### src/rtl/rgb2ycbcr_stream.sv
`default_nettype none
// ============================================================================
// Module      : rgb2ycbcr_stream
// Description : Three-stage pipelined RGB to YCbCr (BT.601 full range)
//               converter with a valid/ready stream interface.
// Revision    : 1.0 - initial release
// ============================================================================
module rgb2ycbcr_stream #(
    parameter int IN_W        = 8,
    parameter int OUT_W       = 32,
    parameter int LEVEL_SHIFT = 1,
    parameter int CNT_W       = 32
) (
    input  logic                    clk,
    input  logic                    rst_n,
    input  logic                    in_valid,
    output logic                    in_ready,
    input  logic [IN_W-1:0]         in_r,
    input  logic [IN_W-1:0]         in_g,
    input  logic [IN_W-1:0]         in_b,
    input  logic                    in_last,
    output logic                    out_valid,
    input  logic                    out_ready,
    output logic signed [OUT_W-1:0] out_y,
    output logic signed [OUT_W-1:0] out_cb,
    output logic signed [OUT_W-1:0] out_cr,
    output logic                    out_last,
    output logic [CNT_W-1:0]        pix_cnt
);

    localparam int PROD_W = IN_W + 16;
    localparam logic signed [OUT_W-1:0] OFFSET = OUT_W'(1) << (IN_W + 15);
    // Coefficient magnitudes; the sign of each term is applied in the adder stage.
    localparam logic [15:0] COEF [9] = '{
        16'h4C8B, 16'h9645, 16'h1D2F,
        16'h2B32, 16'h54CD, 16'h8000,
        16'h8000, 16'h6B2F, 16'h14D0
    };

    if (OUT_W < IN_W + 18) begin : g_bad_out_w
        $error("rgb2ycbcr_stream: OUT_W must be at least IN_W+18");
    end

    logic                    en;
    logic                    acc;
    logic                    rdy_q;
    logic                    v1_q, v1_d;
    logic                    v2_q, v2_d;
    logic                    ov_q, ov_d;
    logic                    last1_q, last1_d;
    logic                    last2_q, last2_d;
    logic                    olast_q, olast_d;
    logic [CNT_W-1:0]        cnt_q, cnt_d;
    logic [PROD_W-1:0]       prod_q [9];
    logic [PROD_W-1:0]       prod_d [9];
    logic signed [OUT_W-1:0] ext    [9];
    logic signed [OUT_W-1:0] ysum_q, cbsum_q, crsum_q;
    logic signed [OUT_W-1:0] ysum_d, cbsum_d, crsum_d;
    logic signed [OUT_W-1:0] y_q, cb_q, cr_q;
    logic signed [OUT_W-1:0] y_d, cb_d, cr_d;

    assign en       = ~ov_q | out_ready;
    assign in_ready = en & rdy_q;
    assign acc      = in_valid & in_ready;

    for (genvar i = 0; i < 9; i++) begin : g_prod
        logic [IN_W-1:0] comp;
        assign comp      = (i % 3 == 0) ? in_r : ((i % 3 == 1) ? in_g : in_b);
        assign prod_d[i] = {16'b0, comp} * {{IN_W{1'b0}}, COEF[i]};
        assign ext[i]    = $signed({{(OUT_W-PROD_W){1'b0}}, prod_q[i]});
    end

    assign ysum_d  =  ext[0] + ext[1] + ext[2];
    assign cbsum_d = -ext[3] - ext[4] + ext[5];
    assign crsum_d =  ext[6] - ext[7] - ext[8];

    if (LEVEL_SHIFT != 0) begin : g_shift
        assign y_d  = ysum_q - OFFSET;
        assign cb_d = cbsum_q;
        assign cr_d = crsum_q;
    end else begin : g_noshift
        assign y_d  = ysum_q;
        assign cb_d = cbsum_q + OFFSET;
        assign cr_d = crsum_q + OFFSET;
    end

    // Control next-state: every stage advances together whenever en is high.
    always_comb begin
        v1_d    = en ? acc  : v1_q;
        v2_d    = en ? v1_q : v2_q;
        ov_d    = en ? v2_q : ov_q;
        last1_d = acc ? in_last : last1_q;
        last2_d = (en & v1_q) ? last1_q : last2_q;
        olast_d = en ? (v2_q & last2_q) : olast_q;
        cnt_d   = (ov_q & out_ready) ? cnt_q + CNT_W'(1) : cnt_q;
    end

    always_ff @(posedge clk or negedge rst_n) begin
        if (!rst_n) begin
            rdy_q   <= 1'b0;
            v1_q    <= 1'b0;
            v2_q    <= 1'b0;
            ov_q    <= 1'b0;
            last1_q <= 1'b0;
            last2_q <= 1'b0;
            olast_q <= 1'b0;
            cnt_q   <= '0;
            ysum_q  <= '0;
            cbsum_q <= '0;
            crsum_q <= '0;
            y_q     <= '0;
            cb_q    <= '0;
            cr_q    <= '0;
            for (int i = 0; i < 9; i++) begin
                prod_q[i] <= '0;
            end
        end else begin
            rdy_q   <= 1'b1;
            v1_q    <= v1_d;
            v2_q    <= v2_d;
            ov_q    <= ov_d;
            last1_q <= last1_d;
            last2_q <= last2_d;
            olast_q <= olast_d;
            cnt_q   <= cnt_d;
            // Data registers only load behind a valid item; bubbles leave them untouched.
            if (acc) begin
                for (int i = 0; i < 9; i++) begin
                    prod_q[i] <= prod_d[i];
                end
            end
            if (en & v1_q) begin
                ysum_q  <= ysum_d;
                cbsum_q <= cbsum_d;
                crsum_q <= crsum_d;
            end
            if (en & v2_q) begin
                y_q  <= y_d;
                cb_q <= cb_d;
                cr_q <= cr_d;
            end
        end
    end

    assign out_valid = ov_q;
    assign out_last  = olast_q;
    assign out_y     = y_q;
    assign out_cb    = cb_q;
    assign out_cr    = cr_q;
    assign pix_cnt   = cnt_q;

endmodule
`default_nettype wire
### config.mk
export PLATFORM = sky130hd
export DESIGN_NAME = rgb2ycbcr_stream
export DESIGN_NICKNAME = d
export VERILOG_FILES = /design/src/rtl/rgb2ycbcr_stream.sv
export SDC_FILE = /design/constraint.sdc
export NUM_CORES = 1
export LEC_CHECK = 0
export ABC_AREA = 1
export BUFFER_PORTS_ARGS = -buffer_cell sky130_fd_sc_hd__buf_2
export CAP_MARGIN = 30
export CORE_MARGIN = 2
export CORE_UTILIZATION = 30
export DETAILED_ROUTE_END_ITERATION = 10
export HOLD_SLACK_MARGIN = 0.1
export REMOVE_ABC_BUFFERS = 1
export SLEW_MARGIN = 0
export SYNTH_ARGS = -nofsm -noshare
export SYNTH_HDL_FRONTEND = slang
export SYNTH_SLANG_ARGS = --single-unit
### constraint.sdc
create_clock -name clk -period 3.35 [get_ports clk]
set_clock_uncertainty 0.1 [all_clocks]
set_input_delay 0.335 -clock clk [delete_from_list [all_inputs] [get_ports clk]]
set_output_delay 0.335 -clock clk [all_outputs]
set_load 0.01 [all_outputs]
==> results of run 1 <==
## layout make-up
type                       count  area (um^2)  area share (%)
antenna                        2         5.00          0.0122
multi-input combinational   2755        21400            52.4
timing repair buffer         696         5100            12.5
clock buffer                  54         1140            2.80
inverter                     624         2350            5.74
tap                         1380         1730            4.22
sequential                   359         8980            22.0
clock inverter                19          158           0.386
## where the power goes
part / switching (uW) / total [uW] / internal, uW
clock network: 1960 / 4460 / 2500
logic: 15800 / 28000 / 12200
registers: 1190 / 7300 / 6110
total: 18900 / 39800 / 20800
## per-layer routing
layer  vias up  routed length (um)  track usage, %
li1      13666                   -               -
met1     12984               44700            24.1
met2       411               43100            28.4
met3       115                3800            2.36
met4         8                2060            3.94
met5         -                  52               0
## placed cells by master, fill, tap and decap left out, drive strengths merged
cell	instances
bufinv	1
clkinv	7
clkbuf	56
o31a	1
xnor2	60
o31ai	10
nand4	41
fa	179
o21a	10
buf	688
o21bai	19
o211a	1
a31oi	12
a21oi	192
o22ai	9
nand3b	22
dlygate4sd3	6
ha	432
inv	629
a221oi	1
diode	2
xor2	62
mux2	53
nor3	42
a21o	11
o21ai	301
dfrtp	359
a22oi	1
a21boi	13
nand3	186
or2	38
nor4	5
o211ai	1
nor2	228
clkinvlp	6
conb	1
nand2	821
and2	2
a31o	1
## how the worst min path moves through the flow
stage / to / cells after the start
after global placement: out_cb[30] / 1
after detailed placement: out_cb[26] / 1
after global routing: ext[79] / 4
final: ext[79] / 4
after CTS: ext[79] / 4
after floorplan: cb_d[0] / 0
## stage by stage
stage | hold slack (ns) | power [uW] | std cells
global placement | 0.227 | 32300 | 5790
CTS | 0.101 | 38300 | 5874
global route | 0.151 | 43500 | 5888
detailed placement | 0.232 | 32500 | 5790
finish | 0.143 | 39800 | 5889
floorplan | -0.0606 | 22400 | 3738
## worst max-delay path, stage by stage
cell and delay [ns]:
sky130_fd_sc_hd__buf_8 0.10, sky130_fd_sc_hd__fa_2 0.62, sky130_fd_sc_hd__inv_2 0.07, sky130_fd_sc_hd__fa_1 0.50, sky130_fd_sc_hd__inv_2 0.04, sky130_fd_sc_hd__fa_1 0.52
sky130_fd_sc_hd__inv_2 0.05, sky130_fd_sc_hd__fa_1 0.50, sky130_fd_sc_hd__inv_2 0.05, sky130_fd_sc_hd__ha_4 0.30, sky130_fd_sc_hd__buf_6 0.11, sky130_fd_sc_hd__nand2_4 0.04
sky130_fd_sc_hd__nor2_2 0.09, sky130_fd_sc_hd__nand3_1 0.09, sky130_fd_sc_hd__nand3_2 0.12, sky130_fd_sc_hd__a21oi_2 0.06, sky130_fd_sc_hd__or2_4 0.23, sky130_fd_sc_hd__nand3_2 0.05
sky130_fd_sc_hd__nand2_1 0.06
## state kept, by name, summed over array words and instances, names as in the netlist, 24 cells and up
| register | flops |
|---|---|
| out_cr | 24 |
| ext | 157 |
| ysum_q | 25 |
| out_y | 26 |
| cr_d | 24 |
| out_cb | 32 |
| pix_cnt | 32 |
| cb_d | 32 |
## cells by family after synthesis
family                   Yosys count  synth area share, %
flip-flops                       359                 28.6
other                              1               0.0120
multiplexers                      53                 1.90
XOR/XNOR                         122                 3.41
adder cells (fa/ha/maj)          611                 28.6
AND/OR/NAND/NOR                 1385                 18.7
buffers and inverters            703                 8.75
AO/OA/AOI/OAI                    583                 9.97
## repair_timing
| item | in CTS | in global routing |
|---|---|---|
| pin swaps | 74 | 106 |
| setup buffers | 6 | 15 |
| endpoints found under the hold margin | 130 | 0 |
| hold buffers | 6 | 0 |
| resized for setup | 178 | 268 |
| endpoints found under the setup margin | 68 | 96 |
==> impl_results.rst, run 1 <==
.. list-table::
   :header-rows: 1

   * - Metric
     - Value
   * - Run status
     - finished with violations
   * - Violated checks
     - negative setup slack
   * - Clk_lat worst skew
     - approximately 0.6 ns
   * - Final core occ
     - 39.4%
   * - Global placer's final weighted congestion
     - a little over 0.9
   * - CTS tree
     - built
   * - Count of state elements after synthesis
     - 359
   * - Initial Utilization
     - between 30% and 40%
   * - Arrival @ worst endpoint
     - about 4.0 ns
   * - Vias per cell
     - between 4 and 5
   * - Count of input and output buffers
     - 159
   * - Portion of synthesized cell area occupied by the leading cell type
     - about 29%
   * - Clock buffer depth
     - 3
   * - Number of CTS-inserted buffers
     - between 40 and 50
   * - Depth of the CTS H-tree
     - 2
   * - Clock-pin slew of the registers on the worst-case setup and hold paths
     - about 0.06 ns
   * - Fraction of layout cells with a size suffix above 1
     - 25.7%
   * - Terminus of the critical flop-to-flop path
     - cr_d[21]
   * - Width of the die
     - ~330 um
   * - Setup slack of the worst register-to-register path
     - about 0.13 ns
   * - Min-delay src
     - in_r[0]
   * - Start point of the critical path
     - in_b[6]
   * - DP HPWL
     - 76.2 mm
   * - Critical path endpoint category
     - flop
   * - Total global-route track usage
     - between 10% and 20%
   * - Slew of the pin with the lowest slew margin
     - 0.844 ns
   * - YS warnings
     - 0
   * - Number of vias in the routed layout
     - roughly 27,000
   * - Top post-synthesis cells by area
     - sky130_fd_sc_hd__dfrtp_1, sky130_fd_sc_hd__ha_1, sky130_fd_sc_hd__fa_1
   * - Final Slew Violations
     - 0
   * - Fin area
     - ~41,000 um^2
   * - First-pass GRT wire length
     - approximately 150 mm
   * - Setup tns final
     - -2.20 ns
   * - Number of flops mapped to enable cells by yosys
     - 0
   * - Capturing element of the worst setup path
     - ext[211]
   * - Setup slack after layout
     - -0.235 ns
   * - Synth cell types
     - between 40 and 50
   * - Number of I/O pins
     - 160
   * - Post-route minimum period
     - around 3.6 ns
   * - Std-Cell Core Area
     - between 100,000 and 150,000 um^2
   * - Class of the most critical setup path
     - primary input to flop
   * - Post-synthesis cell area
     - 31,400 um^2
   * - Leakage component of the power
     - 0.0211 uW
   * - Ys flop type
     - sky130_fd_sc_hd__dfrtp_1
   * - Initial antenna violation count
     - 6
   * - Startpoint of the lowest-slack register-to-register path
     - ext[39]
   * - Layout Area Growth over Synthesis
     - 30.3%
   * - Final clock period utilization by the worst path
     - 107%
   * - Number of placement rows
     - approximately 120
   * - Root cell of the clock tree
     - sky130_fd_sc_hd__clkbuf_16
   * - Count of maximum capacitance violations
     - 0
   * - Vertical die dimension
     - between 300 and 400 um
   * - Largest vdd supply drop
     - between 0.5 and 0.6 mV
   * - Sequential cell area fraction in the yosys report
     - roughly 29%
   * - Number of nets in the final layout
     - 5,117
   * - Crit path launch type
     - primary input
   * - Leading cell type by number of instances after synthesis
     - sky130_fd_sc_hd__nand2_1
   * - Setup repair after global routing missed its margin
     - true
   * - Residual DRC
     - 0
   * - Max FO, Critical Path
     - 3
   * - DP Worst Slack
     - -1.18 ns
   * - Violation count after the first detailed-route iteration
     - 1,406
   * - Sum of overflow across all layers after global routing
     - 0
   * - Filler Cells Inserted
     - approximately 11,000
   * - Largest net degree at the start of global routing
     - 80
   * - Commonest cells in the netlist
     - sky130_fd_sc_hd__nand2_1, sky130_fd_sc_hd__inv_1, sky130_fd_sc_hd__ha_1
   * - Die outline area
     - between 100,000 and 150,000 um^2
   * - Mapped Cells
     - between 3,000 and 4,000
   * - Relative slew slack
     - 43.7%
   * - Clock sinks
     - about 360
   * - Type of the worst min-delay path
     - primary input to flop
   * - Areal power density over the cells
     - approximately 970 nW/um^2
   * - First-pass DRT Iterations
     - 5
   * - Area after DPL
     - roughly 38,000 um^2
   * - Biggest area consumer among synthesized cells
     - sky130_fd_sc_hd__dfrtp_1
   * - Antenna-violating nets left
     - 0
   * - Count of endpoints failing hold in the final timing report
     - 0
   * - Detailed Route WL
     - between 90 and 100 mm
   * - Fmax
     - ~280 MHz
   * - Routed length per instance
     - ~16 um
   * - Per-instance average area after synthesis
     - 8.22 um^2
   * - Via count of the first global-routing pass
     - ~27,000
   * - Data required time at the worst endpoint
     - roughly 3.7 ns
   * - Worst Reg2Reg Path Length in Cells
     - 17
   * - Final setup vio count
     - 24
   * - FFs w/ async S/R, synth
     - between 90% and 100%
Power figures use the tool's default switching activity.
==> inputs of run 2 (changes only) <==
- GPL_TIMING_DRIVEN: not set -> 0
- SETUP_SLACK_MARGIN: not set -> 0.3
==> run 2 against run 1 <==
Compared with the run above:
- the run still ends with negative setup slack left
- sequential power is essentially flat
- non-clock buffer count shrank 370
- sequential cell count is the same
- final cell count shrank 6.3%
- global-route usage shrank 0.58 points
- via count shrank 3.4%
- clock-buffer cell count is the same
- critical path depth is the same
- first-iteration DRC count grew 38%
==> impl_results.rst, run 2 (synthesis gave the netlist of run 1 again) <==
.. list-table::
   :header-rows: 1

   * - Metric
     - Value
   * - Run status
     - finished with violations
   * - Violated checks
     - negative setup slack
   * - Flip-flop count of the largest register, all copies and words added
     - 157 (unchanged)
   * - Routed length per instance
     - 16.5 um (+4.0%)
   * - P_int
     - 20,800 uW (-0.11%)
   * - Total global-route track usage
     - 16.7% (-0.58 points)
   * - Seq pwr share
     - 18.1% (-0.3 points)
   * - Areal power density over the cells
     - 1010 nW/um^2 (+3.6%)
   * - Leakage component of the power
     - 0.0198 uW (-6.1%)
   * - Met1 demand-to-capacity share in global routing
     - 22.7% (-1.3 points)
   * - Placed Instances
     - 5,286 (-8.7%)
   * - Fin area
     - 40,200 um^2 (-1.5%)
   * - First-pass GRT wire length
     - 143 mm (-3.5%)
   * - Root cell of the clock tree
     - sky130_fd_sc_hd__clkbuf_16
   * - Clk_lat worst skew
     - 0.59 ns (about the same)
   * - Final Slew Violations
     - 0 (unchanged)
   * - Number of placement rows
     - 118 (unchanged)
   * - Switching power of the nets
     - 19,700 uW (+4.3%)
   * - Violation count after the first detailed-route iteration
     - 1,938 (+38%)
   * - Fraction of layout cells with a size suffix above 1
     - 25.3% (-0.40 points)
   * - Sum of overflow across all layers after global routing
     - 0 (unchanged)
   * - DP HPWL
     - 69.7 mm (-8.6%)
   * - Type of the worst min-delay path
     - primary input to flop
   * - Residual DRC
     - 0 (unchanged)
   * - Setup repair after global routing missed its margin
     - true
   * - Fmax
     - 281 MHz (+0.84%)
   * - Global placer's final weighted congestion
     - 0.906 (-1.6%)
   * - Layout Area Growth over Synthesis
     - 28.3%
   * - DP Worst Slack
     - -1.69 ns (-0.506 ns)
   * - Number of CTS-inserted buffers
     - 41 (unchanged)
   * - Post-route minimum period
     - 3.56 ns (-0.0298 ns)
   * - Arrival @ worst endpoint
     - 3.91 ns (-0.05 ns)
   * - Critical path endpoint category
     - flop
   * - Antenna-violating nets left
     - 0 (unchanged)
   * - Final core occ
     - 38.8% (-0.60 points)
   * - Largest vdd supply drop
     - 0.522 mV (-1.7%)
   * - Largest net degree at the start of global routing
     - 120 (+50%)
   * - Share of total power in the clock network
     - 12.2% (+1.0 points)
   * - Number of cells on the critical path
     - 19 (unchanged)
   * - Max stage delay cell, worst path
     - sky130_fd_sc_hd__fa_2
   * - Setup slack after layout
     - -0.205 ns (+0.0298 ns)
   * - Top cell family by delay on the critical path
     - adder cells
   * - Filler Cells Inserted
     - 10,310 (-2.8%)
   * - CTS tree
     - built
   * - Worst Reg2Reg Path Length in Cells
     - 22 (+5)
   * - Most congested layer reported by global routing
     - met2
   * - Final Instance Count excl. Fillers
     - 5,520 (-6.3%)
   * - Terminus of the critical flop-to-flop path
     - cr_d[21]
   * - Count of maximum capacitance violations
     - 0 (unchanged)
   * - Relative slew slack
     - 43.7% (about the same)
   * - Most frequent cells in the layout
     - sky130_fd_sc_hd__nand2_1, sky130_fd_sc_hd__inv_1, sky130_fd_sc_hd__dfrtp_1
   * - Max FO, Critical Path
     - 4 (+1)
   * - Std-Cell Core Area
     - 104,000 um^2 (unchanged)
   * - Vertical die dimension
     - 327 um (unchanged)
   * - Net switching share of the total power
     - 48.7% (+1.1 points)
   * - Clock sinks
     - 359 (unchanged)
   * - Clock buffer depth
     - 3 (unchanged)
   * - Setup tns final
     - -3.25 ns (-1.05 ns)
   * - Slew of the pin with the lowest slew margin
     - 0.844 ns (+0.000308 ns)
   * - Number of vias in the routed layout
     - 26,248 (-3.4%)
   * - Count of input and output buffers
     - 159 (unchanged)
   * - Capturing element of the worst setup path
     - ext[54]
   * - First-pass DRT Iterations
     - 5 (unchanged)
   * - Startpoint of the lowest-slack register-to-register path
     - ext[224]
   * - Initial antenna violation count
     - 1 (-5)
   * - Start point of the critical path
     - in_g[7]
   * - Depth of the CTS H-tree
     - 2 (unchanged)
   * - Count of endpoints failing hold in the final timing report
     - 0 (unchanged)
   * - Via count of the first global-routing pass
     - 26,046 (-3.8%)
   * - Clock-pin slew of the registers on the worst-case setup and hold paths
     - 0.06 ns (about the same)
   * - Number of diodes added for antenna fixing
     - 0 (-2)
   * - Final clock period utilization by the worst path
     - 106% (-0.89 points)
   * - Grt met2 use
     - 27.2% (-1.1 points)
   * - Initial Utilization
     - 30.3% (unchanged)
   * - Class of the most critical setup path
     - primary input to flop
   * - Crit path launch type
     - primary input
   * - Detailed Route WL
     - 91.4 mm (-2.5%)
   * - Die outline area
     - 107,000 um^2 (unchanged)
   * - Critical path, cell by cell
     - buf_12, fa_1, inv_2, fa_2, inv_2, fa_1, inv_1, fa_1, inv_2, ha_4, a21oi_4, o21ai_2, nand2_1, nand2_1, nand2_1, nand3_2, or2_4, nand3_4, o21ai_1
   * - Vias per cell
     - 4.76 (+3.0%)
   * - Met3 Usage GRT
     - 2.63% (+0.28 points)
   * - Width of the die
     - 327 um (unchanged)
   * - Crit path buf inv count
     - 5 (-1)
   * - Number of nets in the final layout
     - 4,747 (-7.2%)
   * - Max stage delay on crit path
     - 0.56 ns (-0.06 ns)
   * - Combinational share of power
     - 69.7% (-0.7 points)
   * - Number of I/O pins
     - 160 (unchanged)
   * - Setup slack of the worst register-to-register path
     - 0.15 ns (+0.02 ns)
   * - Data required time at the worst endpoint
     - 3.71 ns (about the same)
   * - Final setup vio count
     - 29 (+21%)
   * - Area after DPL
     - 33,800 um^2 (-10%)
   * - Commonest non-fill, non-tap cell in the layout
     - sky130_fd_sc_hd__nand2_1
-- run 2: cell count changes in the layout (fill, tap and decap cells not counted), moves of 15 or more --
cell                      delta
sky130_fd_sc_hd__buf_4     -376
sky130_fd_sc_hd__nand2_1    -46
sky130_fd_sc_hd__nand3_1    -42
sky130_fd_sc_hd__nand3_2    +38
sky130_fd_sc_hd__a21oi_1    -34
sky130_fd_sc_hd__inv_1      -32
sky130_fd_sc_hd__ha_1       -31
sky130_fd_sc_hd__ha_4       +28
sky130_fd_sc_hd__nand2_2    +28
sky130_fd_sc_hd__a21oi_4    +21
sky130_fd_sc_hd__o21ai_0    -20
sky130_fd_sc_hd__inv_2      +18
sky130_fd_sc_hd__nand2_4    +17
sky130_fd_sc_hd__buf_2      -15
-- run 2: worst register-to-register path, cell delays in order (launching register included) --
cell and delay [ns]:
sky130_fd_sc_hd__dfrtp_2 0.43, sky130_fd_sc_hd__buf_6 0.13, sky130_fd_sc_hd__nor2_4 0.11, sky130_fd_sc_hd__nand2_4 0.07, sky130_fd_sc_hd__nor2_4 0.11, sky130_fd_sc_hd__nand2_4 0.08, sky130_fd_sc_hd__nor2_4 0.16, sky130_fd_sc_hd__buf_6 0.13
sky130_fd_sc_hd__nand2_4 0.05, sky130_fd_sc_hd__nor2_4 0.10, sky130_fd_sc_hd__xor2_2 0.22, sky130_fd_sc_hd__inv_2 0.08, sky130_fd_sc_hd__ha_4 0.34, sky130_fd_sc_hd__nand2_4 0.07, sky130_fd_sc_hd__inv_2 0.06, sky130_fd_sc_hd__nand2_2 0.06
sky130_fd_sc_hd__nor3_2 0.19, sky130_fd_sc_hd__nand2_1 0.09, sky130_fd_sc_hd__nand2_2 0.10, sky130_fd_sc_hd__nand2_2 0.08, sky130_fd_sc_hd__nand2_2 0.08, sky130_fd_sc_hd__xnor2_2 0.14, sky130_fd_sc_hd__o21ai_1 0.08
-- run 2: area by class of cell --
class / instances / area [um^2] / area share [%]
Clock buffer: 54 / 1190 / 2.95
Clock inverter: 22 / 299 / 0.743
Inverter: 624 / 2400 / 5.95
Multi-Input combinational cell: 2755 / 23100 / 57.3
Sequential cell: 359 / 8990 / 22.3
Tap cell: 1380 / 1730 / 4.29
Timing Repair Buffer: 326 / 2570 / 6.39
-- run 2: repair_timing --
action	CTS	global route
buffers inserted	80	66
pin swaps	163	192
setup endpoints to repair	126	123
gates resized for setup	527	365
endpoints found under the hold margin	172	0
hold buffers	12	0
-- run 2: through the flow --
| step | total power (uW) | hold WS (ns) |
|---|---|---|
| finish | 40600 | 0.123 |
| CTS | 37500 | 0.107 |
| global placement | 28600 | 0.353 |
| floorplan | 22400 | -0.0606 |
| detailed placement | 28700 | 0.183 |
| global route | 44200 | 0.112 |
-- run 2: power by group through the flow --
stage	sequential (uW)	clock [uW]	combinational [uW]
finish	7320	4960	28300
global route	7550	5280	31300
CTS	7330	5140	25000
detailed placement	7380	0	21300
global placement	7350	0	21200
floorplan	7260	0	15100
-- run 2: routing by layer --
layer | wire, um | share of wire, % | up-vias
li1 | - | - | 12949
met3 | 4310 | 4.7 | 120
met4 | 2750 | 3.0 | 2
met1 | 41900 | 46 | 12677
met5 | 12 | 0.013 | -
met2 | 42400 | 46 | 500
-- run 2: worst min-delay path by stage --
stage | from | endpoint | slack [ns] | cells past startpoint
3_5_place_dp | rst_n | out_cb[30] | 0.18 | 1
4_1_cts | in_r[4] | ext[83] | 0.11 | 3
3_3_place_gp | pix_cnt[31] | pix_cnt[31] | 0.35 | 1
6_report | in_r[6] | ext[85] | 0.12 | 4
2_1_floorplan | rst_n | cb_d[0] | -0.06 | 0
5_1_grt | in_r[6] | ext[85] | 0.11 | 4
==> inputs of run 3 (changes only) <==
- REMOVE_ABC_BUFFERS: 1 -> not set
==> run 3 against run 2 <==
Compared with the run above:
- the run still ends with negative setup slack left
- setup slack got worse by 0.010 ns
- critical path depth decreased by 1
- power down 0.80%
- largest power group unchanged
- combinational power hardly changed
- non-clock buffer count is 69 higher
- critical path type unchanged
- sequential cell count unchanged
- clock power shrank 12%
- final cell count is 1.2% higher
- worst hold slack lost 0.030 ns
==> impl_results.rst, run 3 (synthesis gave the netlist of run 1 again) <==
.. list-table::
   :header-rows: 1

   * - Metric
     - Value
   * - Final setup vio count
     - 32 (+10%)
   * - Number of vias in the routed layout
     - 26,722 (+1.8%)
   * - Setup repair after global routing missed its margin
     - true
   * - Arrival @ worst endpoint
     - 3.91 ns (about the same)
   * - Class of the most critical setup path
     - primary input to flop
   * - Global placer's final weighted congestion
     - 0.968 (+6.9%)
   * - Fin area
     - 40,200 um^2 (unchanged)
   * - First-pass GRT wire length
     - 156 mm (+8.7%)
   * - Number of I/O pins
     - 160 (unchanged)
   * - CTS tree
     - built
   * - Total area of multi-input combinational cells
     - 23,000 um^2 (-0.47%)
   * - Vias per cell
     - 4.78 (+0.62%)
   * - Type of the worst min-delay path
     - primary input to flop
   * - Routed length per instance
     - 18.3 um (+11%)
   * - Std-Cell Core Area
     - 104,000 um^2 (unchanged)
   * - Worst Reg2Reg Path Length in Cells
     - 19 (-14%)
   * - Count of maximum capacitance violations
     - 0 (unchanged)
   * - Switching power of the nets
     - 20,200 uW (+2.3%)
   * - Detailed Route WL
     - 102 mm (+12%)
   * - Final clock period utilization by the worst path
     - 106% (+0.30 points)
   * - Start point of the critical path
     - in_g[7]
   * - Residual DRC
     - 0 (unchanged)
   * - Flip-flop count of the largest register, all copies and words added
     - 157 (unchanged)
   * - Post-route minimum period
     - 3.57 ns (+0.0101 ns)
   * - DP HPWL
     - 82.6 mm (+18%)
   * - Initial antenna violation count
     - 2 (+1)
   * - Clock sinks
     - 359 (unchanged)
   * - Number of placement rows
     - 118 (unchanged)
   * - Via count of the first global-routing pass
     - 26,745 (+2.7%)
   * - Clk_lat worst skew
     - 0.58 ns (about the same)
   * - Count of endpoints failing hold in the final timing report
     - 0 (unchanged)
   * - Antenna-violating nets left
     - 0 (unchanged)
   * - Slew of the pin with the lowest slew margin
     - 0.979 ns (+0.134 ns)
   * - Clock buffer depth
     - 3 (unchanged)
   * - Net count after synthesis
     - 4,457
   * - Initial Utilization
     - 30.3% (unchanged)
   * - Crit path launch type
     - primary input
   * - Number of CTS-inserted buffers
     - 39 (-4.9%)
   * - Leakage component of the power
     - 0.0199 uW (+0.33%)
   * - Die outline area
     - 107,000 um^2 (unchanged)
   * - Combinational share of power
     - 70.9% (+1.2 points)
   * - Violated checks
     - negative setup slack
   * - P_int
     - 20,100 uW (-3.7%)
   * - Sum of overflow across all layers after global routing
     - 0 (unchanged)
   * - Startpoint of the lowest-slack register-to-register path
     - ext[34]
   * - First-pass DRT Iterations
     - 5 (unchanged)
   * - Register cell area after layout
     - 8990 um^2 (about the same)
   * - Clock-pin slew of the registers on the worst-case setup and hold paths
     - 0.06 ns (about the same)
   * - Critical path endpoint category
     - flop
   * - Total global-route track usage
     - 18.7% (+2.0 points)
   * - Net switching share of the total power
     - 50.2% (+1.5 points)
   * - Width of the die
     - 327 um (unchanged)
   * - Largest net degree at the start of global routing
     - 112 (-6.7%)
   * - Most frequent cells in the layout
     - sky130_fd_sc_hd__nand2_1, sky130_fd_sc_hd__inv_1, sky130_fd_sc_hd__dfrtp_1
   * - Count of input and output buffers
     - 159 (unchanged)
   * - Largest vdd supply drop
     - 0.592 mV (+13%)
   * - Data required time at the worst endpoint
     - 3.69 ns (-0.02 ns)
   * - Vertical die dimension
     - 327 um (unchanged)
   * - Min-delay src
     - in_r[1]
   * - Seq pwr share
     - 18.2% (about the same)
   * - Depth of the CTS H-tree
     - 2 (unchanged)
   * - Relative slew slack
     - 34.8% (-8.9 points)
   * - WHS Path Cells
     - 3 (-1)
   * - Run status
     - finished with violations
   * - Layout Area Growth over Synthesis
     - 28.3% (unchanged)
   * - Fmax
     - 280 MHz (-0.28%)
   * - Final Slew Violations
     - 0 (unchanged)
   * - Setup slack after layout
     - -0.216 ns (-0.0101 ns)
   * - Violation count after the first detailed-route iteration
     - 1,565 (-19%)
   * - Area after DPL
     - 35,300 um^2 (+4.4%)
   * - Number of nets in the final layout
     - 4,814 (+1.4%)
   * - Max FO, Critical Path
     - 4 (unchanged)
   * - Share of total power in the clock network
     - 10.8% (-1.4 points)
   * - Fraction of layout cells with a size suffix above 1
     - 26.2% (+0.88 points)
   * - Commonest non-fill, non-tap cell in the layout
     - sky130_fd_sc_hd__nand2_1
   * - Filler Cells Inserted
     - 10,388 (+0.76%)
   * - Areal power density over the cells
     - 1000 nW/um^2 (-0.80%)
   * - Setup tns final
     - -3.53 ns (-0.277 ns)
   * - Root cell of the clock tree
     - sky130_fd_sc_hd__clkbuf_16
run 3: final timing paths:
path / endpoint / slack (ns)
max reg2reg: cr_d[22] / 0.34
min in group asynchronous: pix_cnt[18] / 0.33
max in group asynchronous: ext[139] / 1.48
min: ext[80] / 0.09
max: ext[40] / -0.22
min reg2reg: pix_cnt[31] / 0.36
run 3: critical path, cell delays in order:
cell and delay, ns:
sky130_fd_sc_hd__buf_12 0.11, sky130_fd_sc_hd__fa_1 0.54, sky130_fd_sc_hd__inv_2 0.05, sky130_fd_sc_hd__fa_1 0.51, sky130_fd_sc_hd__inv_2 0.04, sky130_fd_sc_hd__fa_1 0.48, sky130_fd_sc_hd__inv_2 0.04, sky130_fd_sc_hd__fa_1 0.50
sky130_fd_sc_hd__inv_2 0.05, sky130_fd_sc_hd__ha_4 0.32, sky130_fd_sc_hd__nand2_4 0.09, sky130_fd_sc_hd__nor3_4 0.18, sky130_fd_sc_hd__nor2_4 0.06, sky130_fd_sc_hd__buf_4 0.13, sky130_fd_sc_hd__buf_6 0.10, sky130_fd_sc_hd__buf_6 0.10
sky130_fd_sc_hd__xor2_2 0.16, sky130_fd_sc_hd__o21ai_1 0.07
run 3: power by group through the flow:
stage	logic [uW]	clock network, uW	registers (uW)
4_1_cts	26000	4440	7320
5_1_grt	31400	4620	7530
6_report	28500	4360	7340
3_5_place_dp	23800	0	7390
2_1_floorplan	16800	0	7200
3_3_place_gp	23700	0	7340
run 3: layer usage:
| layer | wire (um) | vias to the layer above | part of all wire [%] | global-route usage [%] |
|---|---|---|---|---|
| met1 | 45500 | 12829 | 45 | 24.9 |
| met3 | 4390 | 161 | 4.3 | 2.05 |
| met4 | 4500 | 0 | 4.4 | 7.78 |
| li1 | - | 13090 | - | - |
| met5 | 0 | - | 0 | 0 |
| met2 | 47800 | 642 | 47 | 31.0 |
run 3: cell type report:
type	instances	area share [%]
clock inverter	15	0.345
buffer	79	1.09
tap	1380	4.29
clock buffer	55	2.85
inverter	624	5.92
multi-input combinational	2755	57.1
sequential	359	22.3
antenna	2	0.0124
timing repair buffer	316	6.08
run 3: through the flow:
stage | hold WS (ns) | total power, uW | utilization [%] | setup slack (ns) | cells
2_1_floorplan | -0.0606 | 24000 | - | -0.388 | 3817
5_1_grt | 0.127 | 43600 | 38.8 | -0.322 | 5583
3_3_place_gp | 0.353 | 31000 | 33.9 | -5.36 | 5356
4_1_cts | 0.102 | 37800 | 37.2 | -0.201 | 5523
6_report | 0.0932 | 40200 | 38.8 | -0.216 | 5585
3_5_place_dp | 0.358 | 31200 | 34.0 | -1.42 | 5359
run 3: timing repair:
| item | CTS | global route |
|---|---|---|
| buffers inserted | 87 | 60 |
| endpoints found under the setup margin | 117 | 108 |
| resized for setup | 308 | 300 |
| hold buffers | 7 | 0 |
| endpoints found under the hold margin | 117 | 0 |
| pin swaps | 123 | 173 |
